`src/rtl/led_onehot_decode.sv`:
```
// Combinational one-hot classifier for the LED bus.
//  led       in  N_LEDS          sampled LED bus
//  is_onehot out 1               exactly one bit set
//  index     out $clog2(N_LEDS)  position of the set bit (valid when is_onehot)
module led_onehot_decode #(
  parameter int N_LEDS = 8
) (
  input  logic [N_LEDS-1:0]         led,
  output logic                      is_onehot,
  output logic [$clog2(N_LEDS)-1:0] index
);

  localparam int POS_W = $clog2(N_LEDS);
  localparam int CW    = $clog2(N_LEDS + 1);

  logic [CW-1:0] ones;

  // Population count plus index of the highest set bit
  always_comb begin
    ones  = {CW{1'b0}};
    index = {POS_W{1'b0}};
    for (int i = 0; i < N_LEDS; i++) begin
      ones  = ones + CW'(led[i]);
      index = led[i] ? POS_W'(i) : index;
    end
    is_onehot = (ones == CW'(1));
  end

endmodule

```
`config.mk`:
```
export PLATFORM = sky130hd
export DESIGN_NAME = led_onehot_decode
export DESIGN_NICKNAME = d
export VERILOG_FILES = /design/src/rtl/led_onehot_decode.sv
export SDC_FILE = /design/constraint.sdc
export NUM_CORES = 1
export LEC_CHECK = 0
export CORE_AREA = 2 2 39 41
export DETAILED_ROUTE_END_ITERATION = 8
export DIE_AREA = 0 0 41 43
export SETUP_SLACK_MARGIN = 0.1
export SLEW_MARGIN = 20
export SYNTH_ARGS = -nofsm -noshare
export SYNTH_HDL_FRONTEND = slang
export SYNTH_SLANG_ARGS = --single-unit
```
`constraint.sdc`:
```
create_clock -name vclk -period 4.8
set_input_delay 0.72 -clock vclk [all_inputs]
set_output_delay 0.72 -clock vclk [all_outputs]
set_load 0.01 [all_outputs]
```
==> reports/metrics.cfg <==
[status]
outcome=completed

[finish]
area_growth_pct=61.7
n_fill_cell=153
final_common_cell=inv_1
numSequentialCells=0
nets=61
final_area_um2=380
regArea_um2=0
layout_common_cells=inv_1 (13), clkdlybuf4s50_1 (11), nor2_1 (3), fa_1 (3), ha_1 (3)
nClkBuffers=0
drive_above_1_share=0.114
diodes=0

[die]
core-area_um2=1380
fp-row-count=14
die_w_um=41
start_util=0.170
die_height_um=43
pin_count=12
die-area_um2=1760

[drt]
routedWlPerCell_um=7.52
viasPerCell=3.63
totalWireLength_um=451
detail-route-antenna-nets=0
vias=218
route.detailed.drc=0
drt_iter0_drc=0
drt_pass1_iterations=1

[pwr]
max-vdd-ir-drop_mv=0.0422
powerDensity_nw_per_um2=161
p_leak_nw=0.193

[clocking]
postCtsSetupRepairBufs=0
cts_hold_buf=0

[sta]
whs_ns=2.36
period_share=0.937
tightestPinTransition_ns=0.180
finalHoldViolCount=0
relSlewSlack=0.877
grt_setup_unrepaired=false
setup_violations=0
min_period_ns=4.50
fin_setup_tns_ns=0
fmax_mhz=222
slew_violations=0

[worst_setup_path]
cp_max_fo=2
endpoint_kind=output port
critPathArrivalTime_ns=3.78
crit_required_ns=4.08
critPathKind=in2out
start_kind=primary input

[placed_design]
dpl_cell_area_um2=383
io_buffers=12
gp_congestion=0.690
dp_hpwl_um=428

[logic_synthesis]
yosysTopAreaCellShare=0.340
postSynthCellCount=31
avgSynthCellArea_um2=7.59
netlist_area_um2=235
yosysUniqueCellTypes=11
ys_warn_count=0
ys_seq_area_frac=0
syn_nets=46
synth_area_leaders=fa_1 (34%), inv_1 (21%), ha_1 (16%)
synth_top_cell_by_area=fa_1

[run]
drv_cap=0

[grt]
grt_usage=0.0553
grt_pass1_wl_um=745
grt_start_max_net_pins=4
overflow=0
first_global_vias=202
grt_antenna_before_repair=0

[min_path]
min-delay-path-class=in2out

[area by class of cell]
cell class | count | area [um^2] | share of cell area
timing repair buffer | 13 | 123 | 0.322
multi-input combinational | 18 | 189 | 0.497
inverter | 13 | 48.8 | 0.128
tap | 16 | 20.0 | 0.0526
[repair_timing]
| action | 4_1_cts | 5_1_grt |
|---|---|---|
| gates resized for setup | 3 | 2 |
| pin swaps | 0 | 2 |
| endpoints found under the setup margin | 1 | 1 |
| cloned | 0 | 0 |
[critical path: stages]
cell and delay [ns]:
clkdlybuf4s50_1 0.45, inv_1 0.05, fa_1 0.49, fa_1 0.53
fa_1 0.41, inv_1 0.07, ha_1 0.15, inv_1 0.05
fa_2 0.35, a211oi_2 0.16, mux2i_1 0.12, nor2_1 0.09
buf_2 0.13
[metrics by stage]
step | util | setup slack, ns | cells | power [mW]
after floorplan | - | 0.844 | 31 | 0.0384
after global placement | 0.277 | -0.132 | 60 | 0.0613
after detailed placement | 0.277 | -0.196 | 60 | 0.0629
after CTS | 0.278 | 0.101 | 60 | 0.0632
after global routing | 0.275 | 0.135 | 60 | 0.0711
final | 0.275 | 0.302 | 60 | 0.0613
[routing by layer]
metal | vias up | wire (um) | global-route usage
met4 | 0 | 0 | 0
met1 | 93 | 193 | 0.0710
met3 | 0 | 19 | 0
met2 | 4 | 238 | 0.103
li1 | 121 | - | -
met5 | - | 0 | 0
[power by group]
group          switching [mW]  internal (mW)
sequential                  0              0
clock                       0              0
combinational          0.0295         0.0318
[cell usage after synthesis]
| cell | number |
|---|---|
| a211oi_2 | 1 |
| a31o_2 | 1 |
| fa_1 | 4 |
| ha_1 | 3 |
| inv_1 | 13 |
| mux2i_1 | 1 |
| nand2_1 | 1 |
| nand3_1 | 1 |
| nor2_1 | 3 |
| o21ai_0 | 2 |
| o31ai_1 | 1 |
[kinds of logic after synthesis]
| group | synth area share |
|---|---|
| muxes | 0.0426 |
| and+or+nand+nor | 0.0851 |
| AOI/OAI and AO/OA | 0.165 |
| buffers and inverters | 0.207 |
| adders and majority gates | 0.500 |
[path summary, 6_finish.rpt]
kind	startpoint	to	slack, ns	depth (start not counted)
setup / recovery	led[0]	is_onehot	0.30	13
hold / removal	led[2]	is_onehot	2.36	5
No activity file was read; power rests on OpenSTA's default activity.
